File: src/rtl/decode_pkg.sv
// Shared decode constants: ALU op encodings, opcode/funct3/funct7 values, stage states.
// Optional ebreak detection elsewhere is enabled by DECODE_EBREAK_EN.
package decode_pkg;

  typedef enum logic [3:0] {
    ALU_ADD   = 4'd0,
    ALU_SUB   = 4'd1,
    ALU_SLL   = 4'd2,
    ALU_SLT   = 4'd3,
    ALU_SLTU  = 4'd4,
    ALU_XOR   = 4'd5,
    ALU_SRL   = 4'd6,
    ALU_SRA   = 4'd7,
    ALU_OR    = 4'd8,
    ALU_AND   = 4'd9,
    ALU_PASSB = 4'd10
  } alu_op_e;

  typedef enum logic {
    ST_RUN  = 1'b0,
    ST_HALT = 1'b1
  } state_e;

  localparam logic [6:0] OP_IMM = 7'b0010011;
  localparam logic [6:0] OP     = 7'b0110011;
  localparam logic [6:0] LUI    = 7'b0110111;
  localparam logic [6:0] AUIPC  = 7'b0010111;
  localparam logic [6:0] SYSTEM = 7'b1110011;

  localparam logic [2:0] F3_ADD  = 3'b000;
  localparam logic [2:0] F3_SLL  = 3'b001;
  localparam logic [2:0] F3_SLT  = 3'b010;
  localparam logic [2:0] F3_SLTU = 3'b011;
  localparam logic [2:0] F3_XOR  = 3'b100;
  localparam logic [2:0] F3_SR   = 3'b101;
  localparam logic [2:0] F3_OR   = 3'b110;
  localparam logic [2:0] F3_AND  = 3'b111;

  localparam logic [6:0] F7_BASE = 7'b0000000;
  localparam logic [6:0] F7_ALT  = 7'b0100000;

  localparam logic [31:0] INST_EBREAK = 32'h0010_0073;

  // The alt bit (inst[30]) selects SUB/SRA; callers check its legality separately.
  function automatic alu_op_e f3_to_alu(input logic [2:0] f3, input logic alt);
    alu_op_e op;
    case (f3)
      F3_ADD:  op = alt ? ALU_SUB : ALU_ADD;
      F3_SLL:  op = ALU_SLL;
      F3_SLT:  op = ALU_SLT;
      F3_SLTU: op = ALU_SLTU;
      F3_XOR:  op = ALU_XOR;
      F3_SR:   op = alt ? ALU_SRA : ALU_SRL;
      F3_OR:   op = ALU_OR;
      default: op = ALU_AND;
    endcase
    return op;
  endfunction

endpackage

File: src/rtl/decode_comb.sv
// Purely combinational RV decode of one instruction word into ALU control fields.
// Macro DECODE_EBREAK_EN adds ebreak recognition (o_ebreak); otherwise ebreak is illegal.
module decode_comb
  import decode_pkg::*;
#(
  parameter int XLEN = 32
) (
  input  logic [31:0]     i_inst,
  output logic [3:0]      o_aluop,
  output logic            o_wen,
  output logic [4:0]      o_rd,
  output logic [4:0]      o_rs1,
  output logic [4:0]      o_rs2,
  output logic [XLEN-1:0] o_imm,
  output logic            o_src1_pc_sel,
  output logic            o_src2_imm_sel,
`ifdef DECODE_EBREAK_EN
  output logic            o_ebreak,
`endif
  output logic            o_illegal
);

  localparam int SHW = (XLEN == 64) ? 6 : 5;

  logic [6:0]     w_opc;
  logic [2:0]     w_f3;
  logic [6:0]     w_f7;
  logic [31:0]    w_u32;
  logic           w_legal;
  logic           w_ebreak;
  logic           w_shift_ok;
  alu_op_e        w_aluop;
  logic           w_src1;
  logic           w_src2;
  logic [XLEN-1:0] w_imm;

  assign w_opc = i_inst[6:0];
  assign w_f3  = i_inst[14:12];
  assign w_f7  = i_inst[31:25];
  assign w_u32 = {i_inst[31:12], 12'b0};

  // Upper shift bits must be zero except inst[30] on right shifts; inst[25] is shamt only at XLEN=64.
  assign w_shift_ok = !i_inst[31] && (i_inst[29:26] == 4'b0) &&
                      (!i_inst[30] || (w_f3 == F3_SR)) &&
                      ((XLEN == 64) || !i_inst[25]);

  always_comb begin
    w_legal  = 1'b0;
    w_ebreak = 1'b0;
    w_aluop  = ALU_ADD;
    w_src1   = 1'b0;
    w_src2   = 1'b0;
    w_imm    = '0;
    case (w_opc)
      OP_IMM: begin
        w_src2 = 1'b1;
        if (w_f3 == F3_SLL || w_f3 == F3_SR) begin
          w_legal = w_shift_ok;
          w_aluop = f3_to_alu(w_f3, i_inst[30]);
          w_imm   = XLEN'(i_inst[20 +: SHW]);
        end else begin
          w_legal = 1'b1;
          w_aluop = f3_to_alu(w_f3, 1'b0);
          w_imm   = XLEN'($signed(i_inst[31:20]));
        end
      end
      OP: begin
        w_legal = (w_f7 == F7_BASE) ||
                  ((w_f7 == F7_ALT) && (w_f3 == F3_ADD || w_f3 == F3_SR));
        w_aluop = f3_to_alu(w_f3, i_inst[30]);
      end
      LUI: begin
        w_legal = 1'b1;
        w_aluop = ALU_PASSB;
        w_src2  = 1'b1;
        w_imm   = XLEN'($signed(w_u32));
      end
      AUIPC: begin
        w_legal = 1'b1;
        w_aluop = ALU_ADD;
        w_src1  = 1'b1;
        w_src2  = 1'b1;
        w_imm   = XLEN'($signed(w_u32));
      end
`ifdef DECODE_EBREAK_EN
      SYSTEM: begin
        w_legal  = (i_inst == INST_EBREAK);
        w_ebreak = (i_inst == INST_EBREAK);
      end
`endif
      default: ;
    endcase
    if (!w_legal) begin
      w_aluop = ALU_ADD;
      w_src1  = 1'b0;
      w_src2  = 1'b0;
      w_imm   = '0;
    end
  end

  assign o_aluop        = w_aluop;
  assign o_rd           = i_inst[11:7];
  assign o_rs1          = i_inst[19:15];
  assign o_rs2          = i_inst[24:20];
  assign o_imm          = w_imm;
  assign o_src1_pc_sel  = w_src1;
  assign o_src2_imm_sel = w_src2;
  assign o_illegal      = !w_legal;
  assign o_wen          = w_legal && !w_ebreak && (i_inst[11:7] != 5'd0);
`ifdef DECODE_EBREAK_EN
  assign o_ebreak       = w_ebreak;
`endif

endmodule

File: src/rtl/decode_stage.sv
// Registered decode stage, 1-cycle latency; valid/ready with outputs held while stalled.
// Macro DECODE_EBREAK_EN: accepted ebreak raises halted and parks the stage until rst.
module decode_stage
  import decode_pkg::*;
#(
  parameter int XLEN = 32
) (
  input  logic            clk,
  input  logic            rst,
  input  logic            in_valid,
  output logic            in_ready,
  input  logic [31:0]     inst,
  input  logic [XLEN-1:0] in_pc,
  output logic            out_valid,
  input  logic            out_ready,
  output logic [XLEN-1:0] out_pc,
  output logic [3:0]      aluop,
  output logic            wen,
  output logic [4:0]      rd,
  output logic [4:0]      rs1,
  output logic [4:0]      rs2,
  output logic [XLEN-1:0] imm,
  output logic            src1_pc_sel,
  output logic            src2_imm_sel,
  output logic            illegal,
  output logic            halted
);

  state_e          r_state;
  state_e          w_state_nxt;
  logic            w_accept;
  logic            r_out_valid;
  logic [XLEN-1:0] r_out_pc;
  logic [3:0]      r_aluop;
  logic            r_wen;
  logic [4:0]      r_rd;
  logic [4:0]      r_rs1;
  logic [4:0]      r_rs2;
  logic [XLEN-1:0] r_imm;
  logic            r_src1;
  logic            r_src2;
  logic            r_illegal;

  logic [3:0]      w_aluop;
  logic            w_wen;
  logic [4:0]      w_rd;
  logic [4:0]      w_rs1;
  logic [4:0]      w_rs2;
  logic [XLEN-1:0] w_imm;
  logic            w_src1;
  logic            w_src2;
  logic            w_illegal;
`ifdef DECODE_EBREAK_EN
  logic            w_ebreak;
  logic            r_halted;
`endif

  decode_comb #(.XLEN(XLEN)) u_decode_comb (
    .i_inst         (inst),
    .o_aluop        (w_aluop),
    .o_wen          (w_wen),
    .o_rd           (w_rd),
    .o_rs1          (w_rs1),
    .o_rs2          (w_rs2),
    .o_imm          (w_imm),
    .o_src1_pc_sel  (w_src1),
    .o_src2_imm_sel (w_src2),
`ifdef DECODE_EBREAK_EN
    .o_ebreak       (w_ebreak),
`endif
    .o_illegal      (w_illegal)
  );

  assign in_ready = (r_state == ST_RUN) && (!r_out_valid || out_ready);
  assign w_accept = in_valid && in_ready;

  always_comb begin
    w_state_nxt = r_state;
`ifdef DECODE_EBREAK_EN
    if (w_accept && w_ebreak) w_state_nxt = ST_HALT;
`endif
  end

  always_ff @(posedge clk) begin
    if (rst) r_state <= ST_RUN;
    else     r_state <= w_state_nxt;
  end

  // Reset wins over any handshake in the same cycle, dropping a stalled entry.
  always_ff @(posedge clk) begin
    if (rst) begin
      r_out_valid <= 1'b0;
      r_out_pc    <= '0;
      r_aluop     <= '0;
      r_wen       <= 1'b0;
      r_rd        <= '0;
      r_rs1       <= '0;
      r_rs2       <= '0;
      r_imm       <= '0;
      r_src1      <= 1'b0;
      r_src2      <= 1'b0;
      r_illegal   <= 1'b0;
    end else if (w_accept) begin
      r_out_valid <= 1'b1;
      r_out_pc    <= in_pc;
      r_aluop     <= w_aluop;
      r_wen       <= w_wen;
      r_rd        <= w_rd;
      r_rs1       <= w_rs1;
      r_rs2       <= w_rs2;
      r_imm       <= w_imm;
      r_src1      <= w_src1;
      r_src2      <= w_src2;
      r_illegal   <= w_illegal;
    end else if (out_ready) begin
      r_out_valid <= 1'b0;
    end
  end

`ifdef DECODE_EBREAK_EN
  always_ff @(posedge clk) begin
    if (rst)                      r_halted <= 1'b0;
    else if (w_accept && w_ebreak) r_halted <= 1'b1;
  end
  assign halted = r_halted;
`else
  assign halted = 1'b0;
`endif

  assign out_valid    = r_out_valid;
  assign out_pc       = r_out_pc;
  assign aluop        = r_aluop;
  assign wen          = r_wen;
  assign rd           = r_rd;
  assign rs1          = r_rs1;
  assign rs2          = r_rs2;
  assign imm          = r_imm;
  assign src1_pc_sel  = r_src1;
  assign src2_imm_sel = r_src2;
  assign illegal      = r_illegal;

endmodule

File: config.mk
export PLATFORM = sky130hd
export DESIGN_NAME = decode_stage
export DESIGN_NICKNAME = d
export VERILOG_FILES = /design/src/rtl/decode_pkg.sv /design/src/rtl/decode_comb.sv /design/src/rtl/decode_stage.sv
export SDC_FILE = /design/constraint.sdc
export NUM_CORES = 1
export LEC_CHECK = 0
export CAP_MARGIN = 40
export CORE_MARGIN = 10
export CORE_UTILIZATION = 37
export CTS_CLUSTER_SIZE = 10
export DETAILED_ROUTE_END_ITERATION = 12
export PLACE_DENSITY = 0.76
export SYNTH_ARGS = -nofsm -noshare
export SYNTH_HDL_FRONTEND = slang
export SYNTH_SLANG_ARGS = --single-unit
File: constraint.sdc
create_clock -name clk -period 1.8 [get_ports clk]
set_input_delay 0.45 -clock clk [delete_from_list [all_inputs] [get_ports clk]]
set_output_delay 0.45 -clock clk [all_outputs]
set_load 0.01 [all_outputs]
* After elaboration in Yosys (flattened, before gate mapping)
Cells that the tools add are included.
W data, S select, Z words.
** Cells by class
- $add $sub $neg :: 0
- Multiply operators :: 0
- Divide/modulo/power cells :: 0
- Magnitude comparators :: 0
- Equality and inequality tests :: 11
- Shift operators :: 0
- Multiplexer cells :: 18
- Bitwise logic cells :: 0
- Reduce and logical (&&, ||, !) cells :: 23
** Operator list (count)
- $mux W32 :: 2
- $pmux W32 S2 :: 1
- $pmux W4 S7 :: 2
- $eq A7 B6 Y1 const B :: 3
- $eq A7 B5 Y1 const B :: 2
- $pmux W4 S3 :: 1
- $eq A3 B3 Y1 const B :: 3
- $mux W1 :: 9
- $mux W4 :: 2
- $logic_not A7 Y1 :: 1
- $eq A3 B2 Y1 const B :: 2
- $logic_and A1 B1 Y1 :: 6
- $logic_not A1 Y1 :: 5
- $logic_or A1 B1 Y1 :: 5
- $reduce_bool A5 Y1 :: 1
- $logic_not A4 Y1 :: 1
- $eq A3 B1 Y1 const B :: 1
- $logic_not A3 Y1 :: 1
- $pmux W1 S3 :: 1
- $reduce_or A3 Y1 :: 1
- $reduce_bool A2 Y1 :: 1
- $reduce_or A2 Y1 :: 1
** Storage, ports and cells
- Register bits :: 88
- Bits in latches :: 0
- RAM bits :: 0
- Memory bits (read-only) :: 0
- Bits of input ports :: 68
- Output and inout port bits :: 90
- Memories :: 0

* Logic depth before layout (Yosys ltp)
- Word-level depth :: 7
- Gate-level depth with buffers :: 8
- Mapped depth without buffers :: 5

* Modules after synthesis
A second synthesis with hierarchy kept.
** Unflattened totals
- Cell total of the unflattened synthesis :: 520
- Area, all modules :: 4748.3 um^2
** Modules (own cells, without submodules)
- decode_stage :: times used 1, cells each 403, area each 3985.1 um^2, seq. area each 1761.7 um^2
- decode_comb :: times used 1, cells each 117, area each 763.2 um^2, seq. area each 0.0 um^2

* Least setup slack after synthesis
No wires, ideal clock.
- Path kind :: in2reg
- Start point :: input port inst[14]
- End point :: register r_illegal, in the netlist illegal
- Library setup time :: 0.119 ns
- Arrival :: 1.597 ns
- Required time :: 1.681 ns
- Slack :: 0.084 ns
- Cell stages on the path :: 5
- Buffers on the path :: 1
- Cells stage by stage :: buf_6 -> or4_4 -> a31oi_4 -> o21ai_2 -> o221a_2
** On the way
- Word-level cells in the longest chain between the ends :: 7
- Elaborated cells between the ends (all ways) :: 13
- Classes of those cells :: eq/ne: 2; mux: 2; reduce/logical: 9
** RTL lines
- start, declared :: line decode_stage.sv:12 : input logic [31:0] inst,
- $eq A3 B3 Y1 :: line decode_comb.sv:44, decode_comb.sv:57, decode_comb.sv:69
- $logic_or A1 B1 Y1 :: line decode_comb.sv:44 : (!i_inst[30] || (w_f3 == F3_SR)) &&
- $logic_and A1 B1 Y1 :: line decode_comb.sv:43 : assign w_shift_ok = !i_inst[31] && (i_inst[29:26] == 4'b0) &&
- $logic_and A1 B1 Y1 :: line decode_comb.sv:44
- $mux W1 :: line decode_comb.sv:57 : if (w_f3 == F3_SLL || w_f3 == F3_SR) begin
- $pmux W1 S3 * :: line decode_comb.sv:54 : case (w_opc)
- $logic_not A1 Y1 *
- end signal, assigned :: line decode_stage.sv:114 : r_illegal <= w_illegal;
- end, declared :: line decode_stage.sv:42 : logic r_illegal;
Every way passes the cells marked *; elsewhere a longest branch is shown, timed or not.
A chain may end at the register's enable or synchronous reset.

* Final worst setup path
- Start point :: input port out_ready
- End point :: register r_imm[17], in the netlist imm[17]
** On the way
- Word-level cells in the longest chain between the ends :: 2
** RTL lines
- start, declared :: line decode_stage.sv:15 : input logic out_ready,
- $logic_or A1 B1 Y1 :: line decode_stage.sv:74 : assign in_ready = (r_state == ST_RUN) && (!r_out_valid || out_ready);
- $logic_and A1 B1 Y1 :: line decode_stage.sv:75 : assign w_accept = in_valid && in_ready;
- end signal, assigned :: line decode_stage.sv:111 : r_imm <= w_imm;
- end, declared :: line decode_stage.sv:39 : logic [XLEN-1:0] r_imm;
Every way passes these cells.

==> impl_metrics.ini <==
[run_status]
outcome = complete, no violations

[floorplanning]
core_area_sq_um = 8760
fp.dieW_um = 115
num_io_pins = 158
die_h_um = 115
start_util = 0.383
dieArea_sq_um = 13300
rows = 34

[clocking]
htreeDepth = 3
cts_hold_buf = 0
cts_sinks = 88
cts.reportedPaths.clkPinSlew_ps = 90
cts_buffers = 9
ctsLongestPathBuffers = 2
clock_latency_ps = 340
cts_tree = built
root_buffer = clkbuf_8
cts_setup_buffers = 0

[final_layout]
nets = 647
fin_util = 0.621
drive_gt1_frac = 0.110
area_delta_synth_final_pct = 62.0
num_antenna_cells = 0

[drt]
first_iter_violations = 232
first_pass_iters = 4
avgRoutedWirePerCell_um = 16.7
vias = 3450
final_antenna_net_count = 0
via_per_inst = 4.99
drc = 0
wirelength_um = 11600

[flow_run]
maxCapViolCount = 0

[worst_setup_path]
ff2ff_path_depth = 6
worstSetupPathType = in -> reg
arrival_ps = 1990
required_ps = 2070
crit_chain = clkdlybuf4s50_1, nand2b_1, buf_4, and2_2, buf_12, o21ai_0, a21oi_1
cp_slowest_cell = clkdlybuf4s50_1
crit_path_max_fanout = 40
crit_path_start_kind = primary input
timing.rr.end = imm[17]
max_stage_delay_ps = 450
critPathTopFamily = buffers and inverters
regToRegStartpoint = out_valid
path_buf_inv = 3
endpoint_kind = flop
reg2reg_slack_ps = 360

[logic_synthesis]
synth_flop_cell = dfxtp_1
synth_edf_count = 0
syn_nets = 481
synth_cells = 413
ys_warn_count = 0
synth-async-reset-ratio = 0
ys_ff_latch = 88
synth_area_sq_um = 3360
yosysUniqueCellTypes = 40
avgSynthCellArea_sq_um = 8.13
ys_seq_area_frac = 0.525

[global_routing]
antenna_found_initial = 0
grt_pass1_wl_um = 18000
grt-ovfl-total = 0
grt_max_degree = 63
first_global_vias = 3478
track_usage = 0.165

[sta]
clock_skew_ps = 12.0
layout_setup_ws_ps = 82.3
min_period_ps = 1720
rsz0062_at_grt = no
slew_viol_final = 0
setup_violations = 0
timing.final.crit_share = 0.954
fmax_mhz = 582
hold_violations = 0

[min_path]
hp-class = reg -> reg
holdPathStages = 2
whs_endpoint = imm[7]
min_from = imm[7]

[placement]
gp_congestion = 0.807
hpwl_um = 8620
port_buffers = 156
place_ws_ps = -434

[power]
peakVddDrop_mv = 0.469
power_uw = 4430
powerDensity_nw_per_um2 = 815
power_leakage_uw = 0.00201
[worst min-delay path: stages (launching register included)]
cell	delay, ps
dfxtp_1	320
nand2_1	50
a21oi_1	50
[per-layer routing]
metal / GRT usage / part of all wire / wire (um) / vias up
met1: 0.189 / 0.41 / 4700 / 1586
met4: 0.0578 / 0.013 / 154 / 0
met3: 0.0755 / 0.11 / 1240 / 10
met2: 0.265 / 0.47 / 5480 / 130
li1: - / - / - / 1724
met5: 0 / 0 / 0 / -
[stage by stage]
stage / TNS, ps / hold WS, ps / cell area (sq um) / instances
6_report: 0 / 455 / 5440 / 692
3_3_place_gp: -15040 / 441 / 5190 / 676
5_1_grt: 0 / 469 / 5440 / 692
4_1_cts: 0 / 457 / 5430 / 692
3_5_place_dp: -17860 / 445 / 5190 / 676
2_1_floorplan: 0 / 476 / 3360 / 413
[layout make-up]
cell class | instances | area, sq um
Clock inverter | 5 | 105
Tap cell | 108 | 135
Timing Repair Buffer | 188 | 1870
Sequential cell | 88 | 1760
Clock buffer | 11 | 131
Inverter | 4 | 15.0
Multi-Input combinational cell | 288 | 1420
Fill cell | 758 | 3320
[how the worst max path moves through the flow]
stage / start / endpoint / slack [ps] / cells past startpoint
3_3_place_gp: inst[5] / illegal / -420 / 6
4_1_cts: inst[13] / imm[1] / 10 / 5
5_1_grt: out_ready / imm[21] / 8 / 7
3_5_place_dp: inst[5] / illegal / -430 / 6
2_1_floorplan: inst[14] / illegal / 80 / 5
6_report: out_ready / imm[17] / 80 / 7
[sequential cells by signal, summed over array words and instances (netlist names), 4 cells and up]
signal,count
imm,32
out_pc,32
rd,5
rs1,5
rs2,5
aluop,4
[cells by family after synthesis]
kind of cell	after synthesis	synth area share
AO/OA/AOI/OAI	122	0.209
buffers and inverters	37	0.0567
flip-flops	88	0.525
multiplexers	1	0.00298
other	1	0.00112
AND/OR/NAND/NOR	164	0.205
[Yosys cell counts, drive strengths merged (2+ instances only)]
cell / number / share of area
a31oi: 2 / 0.010
nand2b: 3 / 0.0056
nor2: 7 / 0.0078
buf: 14 / 0.022
a22o: 5 / 0.013
and2: 2 / 0.0041
o21ai: 27 / 0.041
nand2: 133 / 0.15
nand4: 9 / 0.017
inv: 4 / 0.0045
or4: 2 / 0.0056
o31ai: 2 / 0.0075
dfxtp: 88 / 0.52
a21oi: 78 / 0.12
clkbuf: 19 / 0.030
nand3: 3 / 0.0045
[cell usage in the layout (no fill, tap or decap), types with 2 or more instances in the layout]
cell type / instances
clkdlybuf4s50_1: 151
nand2_1: 132
dfxtp_1: 88
a21oi_1: 78
o21ai_0: 26
buf_4: 26
nand4_1: 9
clkbuf_8: 9
nor2_1: 6
buf_12: 6
a22o_1: 5
nand2b_1: 3
inv_1: 3
nand3_1: 3
bufinv_16: 3
o31ai_2: 2
clkbuf_1: 2
clkinvlp_4: 2
dlygate4sd2_1: 2
[report_power, final]
| group | total (uW) | internal [uW] | switching, uW |
|---|---|---|---|
| Sequential | 2080 | 2040 | 43.8 |
| Combinational | 740 | 405 | 335 |
| Clock | 1610 | 924 | 688 |
| Total | 4430 | 3360 | 1070 |
[timing repair]
| item | CTS | global route |
|---|---|---|
| pin swaps | 4 | 2 |
| setup endpoints to repair | 10 | 8 |
| gates resized for setup | 5 | 4 |
(Power assumes the default switching activity.)
